[src/rtl/red_pitaya_fads_pkg.sv]
// FADS sort sequencer shared definitions: FSM state encoding, register map, default widths.
package red_pitaya_fads_pkg;

  localparam int FADS_DW   = 14;
  localparam int FADS_CW   = 16;
  localparam int FADS_DLYW = 24;

  typedef enum logic [2:0] {
    ST_ARM   = 3'd0,
    ST_IDLE  = 3'd1,
    ST_DROP  = 3'd2,
    ST_EVAL  = 3'd3,
    ST_DELAY = 3'd4,
    ST_FIRE  = 3'd5,
    ST_HOLD  = 3'd6
  } fads_state_t;

  localparam logic [19:0] ADDR_CTRL   = 20'h00;
  localparam logic [19:0] ADDR_LOW    = 20'h04;
  localparam logic [19:0] ADDR_HIGH   = 20'h08;
  localparam logic [19:0] ADDR_MINW   = 20'h0C;
  localparam logic [19:0] ADDR_MAXW   = 20'h10;
  localparam logic [19:0] ADDR_DELAY  = 20'h14;
  localparam logic [19:0] ADDR_PULSE  = 20'h18;
  localparam logic [19:0] ADDR_HOLD   = 20'h1C;
  localparam logic [19:0] ADDR_STATUS = 20'h20;
  localparam logic [19:0] ADDR_DCNT   = 20'h24;
  localparam logic [19:0] ADDR_SCNT   = 20'h28;
  localparam logic [19:0] ADDR_LWIDTH = 20'h2C;
  localparam logic [19:0] ADDR_LPEAK  = 20'h30;

endpackage

[src/rtl/red_pitaya_fads_regs.sv]
// FADS register file: bus decode, configuration registers and readback mux.
// FADS_STATS_EN adds the counter/last-droplet readback and the clr_cnt pulse.
module red_pitaya_fads_regs
  import red_pitaya_fads_pkg::*;
#(
  parameter int DW   = FADS_DW,
  parameter int CW   = FADS_CW,
  parameter int DLYW = FADS_DLYW
) (
  input  logic            adc_clk_i,
  input  logic            adc_rst_i,
  input  logic [31:0]     sys_addr,
  input  logic [31:0]     sys_wdata,
  input  logic [3:0]      sys_sel,
  input  logic            sys_wen,
  input  logic            sys_ren,
  output logic [31:0]     sys_rdata,
  output logic            sys_err,
  output logic            sys_ack,
  input  logic [2:0]      st_state,
  input  logic            st_trig,
`ifdef FADS_STATS_EN
  input  logic [31:0]     droplet_cnt,
  input  logic [31:0]     sorted_cnt,
  input  logic [CW-1:0]   last_width,
  input  logic [DW-1:0]   last_peak,
  output logic            clr_cnt,
`endif
  output logic            enable,
  output logic [DW-1:0]   low_thr,
  output logic [DW-1:0]   high_thr,
  output logic [CW-1:0]   min_w,
  output logic [CW-1:0]   max_w,
  output logic [DLYW-1:0] delay,
  output logic [CW-1:0]   pulse_len,
  output logic [CW-1:0]   holdoff
);

  logic [31:0] rd_mux;
  logic        unused_bus;

  // Byte selects and the undecoded address/data bits carry no meaning here.
  assign unused_bus = ^{sys_sel, sys_addr[31:20], sys_wdata[31:24]};
  assign sys_err    = 1'b0;

  // Readback selection; unmapped addresses return zero.
  always_comb begin
    rd_mux = '0;
    case (sys_addr[19:0])
      ADDR_CTRL:   rd_mux = {31'd0, enable};
      ADDR_LOW:    rd_mux = 32'(low_thr);
      ADDR_HIGH:   rd_mux = 32'(high_thr);
      ADDR_MINW:   rd_mux = 32'(min_w);
      ADDR_MAXW:   rd_mux = 32'(max_w);
      ADDR_DELAY:  rd_mux = 32'(delay);
      ADDR_PULSE:  rd_mux = 32'(pulse_len);
      ADDR_HOLD:   rd_mux = 32'(holdoff);
      ADDR_STATUS: rd_mux = {28'd0, st_trig, st_state};
`ifdef FADS_STATS_EN
      ADDR_DCNT:   rd_mux = droplet_cnt;
      ADDR_SCNT:   rd_mux = sorted_cnt;
      ADDR_LWIDTH: rd_mux = 32'(last_width);
      ADDR_LPEAK:  rd_mux = 32'($signed(last_peak));
`endif
      default:     rd_mux = '0;
    endcase
  end

  // Register writes, registered ack and read data.
  always_ff @(posedge adc_clk_i) begin
    if (adc_rst_i) begin
      sys_ack   <= 1'b0;
      sys_rdata <= '0;
      enable    <= 1'b0;
      low_thr   <= '0;
      high_thr  <= '0;
      min_w     <= '0;
      max_w     <= '0;
      delay     <= '0;
      pulse_len <= CW'(1);
      holdoff   <= '0;
`ifdef FADS_STATS_EN
      clr_cnt   <= 1'b0;
`endif
    end else begin
      sys_ack <= sys_wen | sys_ren;
      if (sys_ren) sys_rdata <= rd_mux;
`ifdef FADS_STATS_EN
      clr_cnt <= 1'b0;
`endif
      if (sys_wen) begin
        case (sys_addr[19:0])
          ADDR_CTRL: begin
            enable <= sys_wdata[0];
`ifdef FADS_STATS_EN
            clr_cnt <= sys_wdata[1];
`endif
          end
          ADDR_LOW:   low_thr   <= sys_wdata[DW-1:0];
          ADDR_HIGH:  high_thr  <= sys_wdata[DW-1:0];
          ADDR_MINW:  min_w     <= sys_wdata[CW-1:0];
          ADDR_MAXW:  max_w     <= sys_wdata[CW-1:0];
          ADDR_DELAY: delay     <= sys_wdata[DLYW-1:0];
          ADDR_PULSE: pulse_len <= sys_wdata[CW-1:0];
          ADDR_HOLD:  holdoff   <= sys_wdata[CW-1:0];
          default: ;
        endcase
      end
    end
  end

endmodule

[src/rtl/red_pitaya_fads_sort_ctrl.sv]
// FADS sort sequencer: droplet detection on ADC A, width/peak gating, flight delay,
// timed ASG trigger and refractory holdoff. FADS_STATS_EN enables the statistics counters.
module red_pitaya_fads_sort_ctrl
  import red_pitaya_fads_pkg::*;
#(
  parameter int DW   = FADS_DW,
  parameter int CW   = FADS_CW,
  parameter int DLYW = FADS_DLYW
) (
  input  logic          adc_clk_i,
  input  logic          adc_rst_i,
  input  logic [DW-1:0] adc_a_i,
  input  logic [31:0]   sys_addr,
  input  logic [31:0]   sys_wdata,
  input  logic [3:0]    sys_sel,
  input  logic          sys_wen,
  input  logic          sys_ren,
  output logic [31:0]   sys_rdata,
  output logic          sys_err,
  output logic          sys_ack,
  output logic          sort_trig_o,
  output logic          busy_o
);

  fads_state_t state_q, state_d;

  logic signed [DW-1:0] s, peak;
  logic [CW-1:0]        width, pls_lat, hld_lat;
  logic [DLYW-1:0]      cnt;
  logic [2:0]           st_state;
  logic                 above, hit;

  logic                 enable;
  logic [DW-1:0]        low_thr, high_thr;
  logic [CW-1:0]        min_w, max_w, pulse_len, holdoff;
  logic [DLYW-1:0]      delay;

  // A length of N runs N cycles (0 treated as 1) with a count-down-to-zero counter.
  function automatic logic [DLYW-1:0] len_load(input logic [CW-1:0] n);
    return (n == '0) ? '0 : DLYW'(n - 1'b1);
  endfunction

  assign above       = s > $signed(low_thr);
  assign hit         = (width >= min_w) && (width <= max_w) && (peak < $signed(high_thr));
  assign sort_trig_o = (state_q == ST_FIRE);
  assign busy_o      = (state_q != ST_ARM) && (state_q != ST_IDLE);
  assign st_state    = state_q;

  // State register.
  always_ff @(posedge adc_clk_i) begin
    if (adc_rst_i) state_q <= ST_ARM;
    else           state_q <= state_d;
  end

  // Next-state logic; dropping enable forces ARM from any state.
  always_comb begin
    state_d = state_q;
    case (state_q)
      ST_ARM:   if (!above) state_d = ST_IDLE;
      ST_IDLE:  if (above) state_d = ST_DROP;
      ST_DROP:  if (!above) state_d = ST_EVAL;
      ST_EVAL:  state_d = hit ? ((delay == '0) ? ST_FIRE : ST_DELAY) : ST_ARM;
      ST_DELAY: if (cnt == '0) state_d = ST_FIRE;
      ST_FIRE:  if (cnt == '0) state_d = ST_HOLD;
      ST_HOLD:  if (cnt == '0) state_d = ST_ARM;
      default:  state_d = ST_ARM;
    endcase
    if (!enable) state_d = ST_ARM;
  end

  // Input register, droplet measurement and the shared delay/pulse/holdoff counter.
  always_ff @(posedge adc_clk_i) begin
    if (adc_rst_i) begin
      s       <= '0;
      peak    <= '0;
      width   <= '0;
      pls_lat <= '0;
      hld_lat <= '0;
      cnt     <= '0;
    end else begin
      s <= $signed(adc_a_i);
      case (state_q)
        ST_IDLE: if (state_d == ST_DROP) begin
          width <= CW'(1);
          peak  <= s;
        end
        ST_DROP: if (above) begin
          if (width != '1) width <= width + 1'b1;
          if (s > peak) peak <= s;
        end
        ST_EVAL: begin
          pls_lat <= pulse_len;
          hld_lat <= holdoff;
          // Zero delay skips DELAY, so the pulse length is loaded here directly.
          cnt     <= (delay == '0) ? len_load(pulse_len) : delay - 1'b1;
        end
        ST_DELAY: cnt <= (cnt == '0) ? len_load(pls_lat) : cnt - 1'b1;
        ST_FIRE:  cnt <= (cnt == '0) ? len_load(hld_lat) : cnt - 1'b1;
        ST_HOLD:  if (cnt != '0) cnt <= cnt - 1'b1;
        default: ;
      endcase
    end
  end

`ifdef FADS_STATS_EN
  logic [31:0]   droplet_cnt, sorted_cnt;
  logic [CW-1:0] last_width;
  logic [DW-1:0] last_peak;
  logic          clr_cnt;

  // Saturating droplet/sort counters; a clear request beats a same-cycle increment.
  always_ff @(posedge adc_clk_i) begin
    if (adc_rst_i) begin
      droplet_cnt <= '0;
      sorted_cnt  <= '0;
      last_width  <= '0;
      last_peak   <= '0;
    end else begin
      if (state_q == ST_EVAL) begin
        last_width <= width;
        last_peak  <= peak;
      end
      if (clr_cnt) begin
        droplet_cnt <= '0;
        sorted_cnt  <= '0;
      end else begin
        if ((state_q == ST_EVAL) && (droplet_cnt != '1)) droplet_cnt <= droplet_cnt + 1'b1;
        if ((state_d == ST_FIRE) && (state_q != ST_FIRE) && (sorted_cnt != '1))
          sorted_cnt <= sorted_cnt + 1'b1;
      end
    end
  end
`endif

  red_pitaya_fads_regs #(.DW(DW), .CW(CW), .DLYW(DLYW)) u_regs (
    .adc_clk_i   (adc_clk_i),
    .adc_rst_i   (adc_rst_i),
    .sys_addr    (sys_addr),
    .sys_wdata   (sys_wdata),
    .sys_sel     (sys_sel),
    .sys_wen     (sys_wen),
    .sys_ren     (sys_ren),
    .sys_rdata   (sys_rdata),
    .sys_err     (sys_err),
    .sys_ack     (sys_ack),
    .st_state    (st_state),
    .st_trig     (sort_trig_o),
`ifdef FADS_STATS_EN
    .droplet_cnt (droplet_cnt),
    .sorted_cnt  (sorted_cnt),
    .last_width  (last_width),
    .last_peak   (last_peak),
    .clr_cnt     (clr_cnt),
`endif
    .enable      (enable),
    .low_thr     (low_thr),
    .high_thr    (high_thr),
    .min_w       (min_w),
    .max_w       (max_w),
    .delay       (delay),
    .pulse_len   (pulse_len),
    .holdoff     (holdoff)
  );

endmodule

[config.mk]
export PLATFORM = sky130hd
export DESIGN_NAME = red_pitaya_fads_sort_ctrl
export DESIGN_NICKNAME = d
export VERILOG_FILES = /design/src/rtl/red_pitaya_fads_pkg.sv /design/src/rtl/red_pitaya_fads_regs.sv /design/src/rtl/red_pitaya_fads_sort_ctrl.sv
export SDC_FILE = /design/constraint.sdc
export NUM_CORES = 1
export LEC_CHECK = 0
export CAP_MARGIN = 20
export CORE_MARGIN = 4
export CORE_UTILIZATION = 55
export CTS_BUF_LIST = sky130_fd_sc_hd__clkbuf_16
export DETAILED_ROUTE_END_ITERATION = 12
export HOLD_SLACK_MARGIN = 0.1
export PLACE_DENSITY_LB_ADDON = 0.2
export SETUP_SLACK_MARGIN = 0.4
export SLEW_MARGIN = 25
export SYNTH_ARGS = -nofsm -noshare
export SYNTH_HDL_FRONTEND = slang
export SYNTH_SLANG_ARGS = --single-unit
[constraint.sdc]
create_clock -name adc_clk_i -period 5.8 [get_ports adc_clk_i]
set_input_delay 1.16 -clock adc_clk_i [delete_from_list [all_inputs] [get_ports adc_clk_i]]
set_output_delay 1.16 -clock adc_clk_i [all_outputs]
set_load 0.05 [all_outputs]
### Yosys cells after proc, flatten, opt, wreduce, memory -nomap -nowiden

Cells that the tools add are included.

| word-level totals | value |
|---|---|
| word-level logic and storage cells | 103 |
| input port bits | 86 |
| flip-flop bits (word level) | 253 |

| cells by class | value |
|---|---|
| bitwise logic cells | 1 |
| add/subtract/negate cells | 6 |
| equal/unequal tests | 22 |
| $lt $le $gt $ge | 5 |
| reductions and logical operators | 25 |
| mux-type cells | 27 |

Operator list:

| cell | count |
|---|---|
| 24-bit case mux with 9 select lines | 1 |
| 24-bit 2-to-1 mux | 7 |
| 24-bit case mux with 4 select lines | 1 |
| 20-bit by 5-bit equality test with 1-bit output, second input constant | 4 |
| 16-bit by 1-bit subtractor with 17-bit output, second input constant | 3 |
| 16-bit zero test | 3 |
| 24-bit zero test | 2 |
| 16-bit 2-to-1 mux | 3 |
| 24-bit by 1-bit subtractor with 24-bit output, second input constant | 2 |
| 14-bit 2-to-1 mux | 3 |
| 20-bit by 4-bit equality test with 1-bit output, second input constant | 2 |
| 16-bit case mux with 2 select lines | 1 |
| 14-bit greater-than comparator | 2 |
| 14-bit case mux with 2 select lines | 1 |
| 3-bit 2-to-1 mux | 8 |
| 24-bit nonzero test | 1 |
| 3-bit case mux with 7 select lines | 1 |
| 20-bit by 3-bit equality test with 1-bit output, second input constant | 1 |
| 20-bit by 6-bit equality test with 1-bit output, second input constant | 1 |
| 20-bit zero test | 1 |
| 2-bit AND reduction | 9 |
| 16-bit by 1-bit adder with 16-bit output, second input constant | 1 |
| 16-bit greater-or-equal comparator | 1 |
| 16-bit less-or-equal comparator | 1 |
| 15 further kinds | 26 |

### Depth between registers and ports, before layout

| depth | value |
|---|---|
| word-level depth | 9 |
| gate-level depth with buffers | 12 |
| depth with buffers taken out | 10 |

### By module

A second synthesis with hierarchy kept.

| unflattened totals | value |
|---|---|
| cells, all modules | 1892 |
| area total of the unflattened synthesis | 14700.3 sq um |

By module, submodules not included:

| module | seq. area each (sq um) | cells each | instances | area an instance (sq um) |
|---|---|---|---|---|
| red_pitaya_fads_sort_ctrl | 2062.0 | 1091 | 1 | 8299.2 |
| red_pitaya_fads_regs | 2842.7 | 801 | 1 | 6401.1 |

### Worst setup path before layout

No wires, ideal clock.

| timing path | value |
|---|---|
| path type | input to register |
| start | in sys_addr[6] |
| end | reg u_regs.low_thr[10] |
| cell stages on the path | 9 |
| required time | 5.730 ns |
| buffers on the path | 3 |
| slack | 2.668 ns |
| arrival time | 3.061 ns |
| cells stage by stage | nor4_1 -> nand4_1 -> nor3_1 -> and2_1 -> clkbuf_1 -> clkbuf_1 -> buf_1 -> nand3_1 -> a21oi_1 |

| between the ends | value |
|---|---|
| cells in the longest elaborated chain, start to end | 2 |

RTL lines:

| item | line | text |
|---|---|---|
| start, declared | red_pitaya_fads_sort_ctrl.sv:13 | `input logic [31:0] sys_addr,` |
| 20-bit by 3-bit equality test with 1-bit output | red_pitaya_fads_regs.sv:92 | `case (sys_addr[19:0])` |
| 2-bit AND reduction (no source line) | -- |  |
| end signal, assigned | red_pitaya_fads_regs.sv:99 | `ADDR_LOW: low_thr <= sys_wdata[DW-1:0];` |
| end, declared | red_pitaya_fads_regs.sv:30 | `output logic [DW-1:0] low_thr,` |

Every way passes these cells.
A chain may end at the register's enable or synchronous reset.

### Worst setup path in the final report

| timing path | value |
|---|---|
| start | reg state_q[2] (netlist: st_state[2]) |
| end | out sort_trig_o |

| between the ends | value |
|---|---|
| cells in the longest elaborated chain, start to end | 1 |

RTL lines:

| item | line | text |
|---|---|---|
| start, declared | red_pitaya_fads_sort_ctrl.sv:25 | `fads_state_t state_q, state_d;` |
| start signal, assigned | red_pitaya_fads_sort_ctrl.sv:52 | `else state_q <= state_d;` |
| 3-bit equality test | red_pitaya_fads_sort_ctrl.sv:45 | `assign sort_trig_o = (state_q == ST_FIRE);` |
| end, declared | red_pitaya_fads_sort_ctrl.sv:21 | `output logic sort_trig_o,` |

Every way passes these cells.

==> results.toml <==
[placed_design]
place_area_sq_mm = 0.0149
gp_congestion = 0.977
portBuffers = 88
place_inst = 2135
dp_hpwl_um = 33100

[synthesis]
synth_top_area_share_pct = 35.2
ys.flop_type = "dfxtp_1"
synth-simple-area-share_pct = 25.1
async_reset_ff_share_pct = 0
synth_top_family_by_area = "simple AND/OR/NAND/NOR gates"
yosysWarnings = 0
netlist_area_sq_mm = 0.0139
muxShareOfSynthArea_pct = 2.26
synth_seq_cells = 245
synth_area_leader_cell = "dfxtp_1"
synth-edff-count = 0
yosysSeqAreaShare_pct = 35.2
yosysUniqueCellTypes = 80
synthAdderAreaFrac_pct = 7.28
synth_compound_area_share_pct = 19.8
syn_area_per_cell_sq_um = 7.69
synth_area_leaders = "dfxtp_1 35%, nand2_1 9.0%, a21oi_1 7.9%, ha_1 7.3%, nand3_1 3.2%"
synth_xor_area_share_pct = 3.84
syn-instance-count = 1810

[clocking]
htreeDepth = 1
cts.path.max_buffers = 3
clock_latency_ns = 0.57
cts-root-buf = "clkbuf_16"
cts_hold_buf = 0
cts.sinks = 245
cts_resized = 0
clkTransAtPathRegs_ns = 0.06
cts_tree = "done"
cts_made_buffers = 28
post_cts_buffers = 0

[die]
initial_core_util_pct = 56.6
die_area_sq_mm = 0.0279
die_w_um = 167
coreArea_sq_mm = 0.0246
rows = 57
die_h_um = 167
io_pins = 122

[setup_path]
path_class = "flop to output pin"
critPathMaxFanout = 14
arrival_ns = 3.06
cp.required_ns = 4.64
start_kind = "flop"
end_kind = "output pin"
rr_worst_depth = 10

[sta]
max_clock_freq_ghz = 0.237
hold_ws_ns = 0.456
fin_crit_ns = 4.22
hold_viol = 0
slew_violations = 0
rsz0062_at_grt = "false"
skew_ns = 0.0227
tightest_slew_ns = 0.953
period_share_pct = 72.7
relSlewSlack_pct = 35.9
tns_ns = 0
finalSetupViolations = 0

[route]
wl_per_cell_um = 20.7
dr.pass1.iters = 9
via_per_inst = 6.29
num_vias = 13755
antenna_left = 0
first_iter_violations = 1797
drcViolationCount = 0
wirelength_um = 45200

[grt]
gr-total-overflow = 0
grt_pass1_wl_um = 70400
grt_pass1_vias = 12524
grt_antenna_before_repair = 1
grt_max_degree = 106
grt_usage_pct = 31.0

[power]
p_leak_nw = 5.84
powerDensity_mw_per_mm2 = 233
ir_drop_mv = 0.246

[layout]
final_util_pct = 64.4
diodes = 0
seq_area_sq_mm = 0.00490
final_cells = 2186
nets = 2008
multi_input_area_sq_mm = 0.00816
num-fill-cells = 2178
final_cell_area_sq_mm = 0.0158
syn_to_final_growth_pct = 13.8
drive_gt1_share_pct = 5.21

[run_status]
status = "complete, no violations"

[hold_path]
hold_path_class = "flop to flop"
holdPathStages = 2

[job]
drv_cap = 0
[placed cells by master, fill, tap and decap left out, types with 24 or more instances in the layout]
master | Yosys | layout
a22oi_1 | 28 | 28
nor2b_1 | 24 | 24
nand3_1 | 90 | 90
nand4_1 | 24 | 24
clkbuf_16 | 0 | 28
xor2_1 | 25 | 25
nand2_1 | 334 | 334
o21ai_0 | 41 | 41
xnor2_1 | 36 | 36
a21oi_1 | 219 | 219
nor2_1 | 91 | 90
ha_1 | 81 | 81
nor3_1 | 42 | 42
dfxtp_1 | 245 | 245
inv_1 | 110 | 112
clkdlybuf4s50_1 | 0 | 86
[worst max-delay path, stage by stage, from the launching register on]
cell	delay, ns
dfxtp_1	0.70
inv_1	0.23
nor2_1	0.64
clkdlybuf4s50_1	0.93
[state kept, by name, summed over array words and instances, names as in the netlist]
signal            flops
width                16
u_regs.min_w         16
cnt                  24
u_regs.low_thr       14
peak                 14
st_state              3
hld_lat              16
u_regs.pulse_len     16
u_regs.holdoff       16
u_regs.sys_ack        1
u_regs.max_w         16
u_regs.delay         24
u_regs.sys_rdata     24
u_regs.enable         1
u_regs.high_thr      14
pls_lat              16
s                    14
[path summary, 6_finish.rpt]
check                            startpoint                             end  slack, ns
min reg2reg  u_regs.low_thr[3]$_SDFFE_PP0P_  u_regs.low_thr[3]$_SDFFE_PP0P_       0.46
max                  st_state[2]$_SDFF_PP0_                     sort_trig_o       1.58
max reg2reg  u_regs.low_thr[9]$_SDFFE_PP0P_           width[1]$_SDFFE_PP0P_       2.28
min          u_regs.low_thr[3]$_SDFFE_PP0P_  u_regs.low_thr[3]$_SDFFE_PP0P_       0.46
[cells by family after synthesis]
logic type / count (synthesis)
fa+ha+maj: 81
flops: 245
simple gates: 730
xor+xnor: 61
mux: 27
other cells: 1
compound gates: 442
buf+inv: 223
[per-layer routing]
layer,global-route usage [%],share of wire (%),vias to the layer above,wire length (um)
met4,12.8,5.4,2,2450
met3,6.81,11,152,4950
met5,0,0.029,-,13
li1,-,-,6427,-
met1,44.1,42,6435,19000
met2,45.6,42,739,18800
[cell type report]
class                           count  share of cell area [%]
Timing Repair Buffer              105                    6.37
Clock inverter                     23                    1.53
Multi-Input combinational cell   1350                    51.5
Inverter                          111                    2.63
Clock buffer                       28                    4.42
Tap cell                          324                    2.56
Sequential cell                   245                    31.0
[power breakdown]
part | total (mW) | switching (mW) | leakage, nW | internal [mW]
sequential | 1.69 | 0.00583 | 1.98 | 1.69
clock | 1.82 | 0.757 | 0.472 | 1.06
combinational | 0.178 | 0.113 | 3.40 | 0.0641
total | 3.69 | 0.876 | 5.84 | 2.81
[Yosys cell counts (25+ instances only)]
library cell	n
nor2_1	91
nor3_1	42
o21ai_0	41
xnor2_1	36
nand2_1	334
nand3_1	90
dfxtp_1	245
inv_1	110
clkbuf_1	87
a21oi_1	219
ha_1	81
xor2_1	25
a22oi_1	28
[per-stage QoR]
stage / setup WS [ns] / total power [mW]
2_1_floorplan: 2.67 / 1.82
3_3_place_gp: 1.77 / 1.90
3_5_place_dp: 1.64 / 1.90
4_1_cts: 1.68 / 3.70
5_1_grt: 1.52 / 3.79
6_report: 1.58 / 3.69
Power figures use the tool's default switching activity.
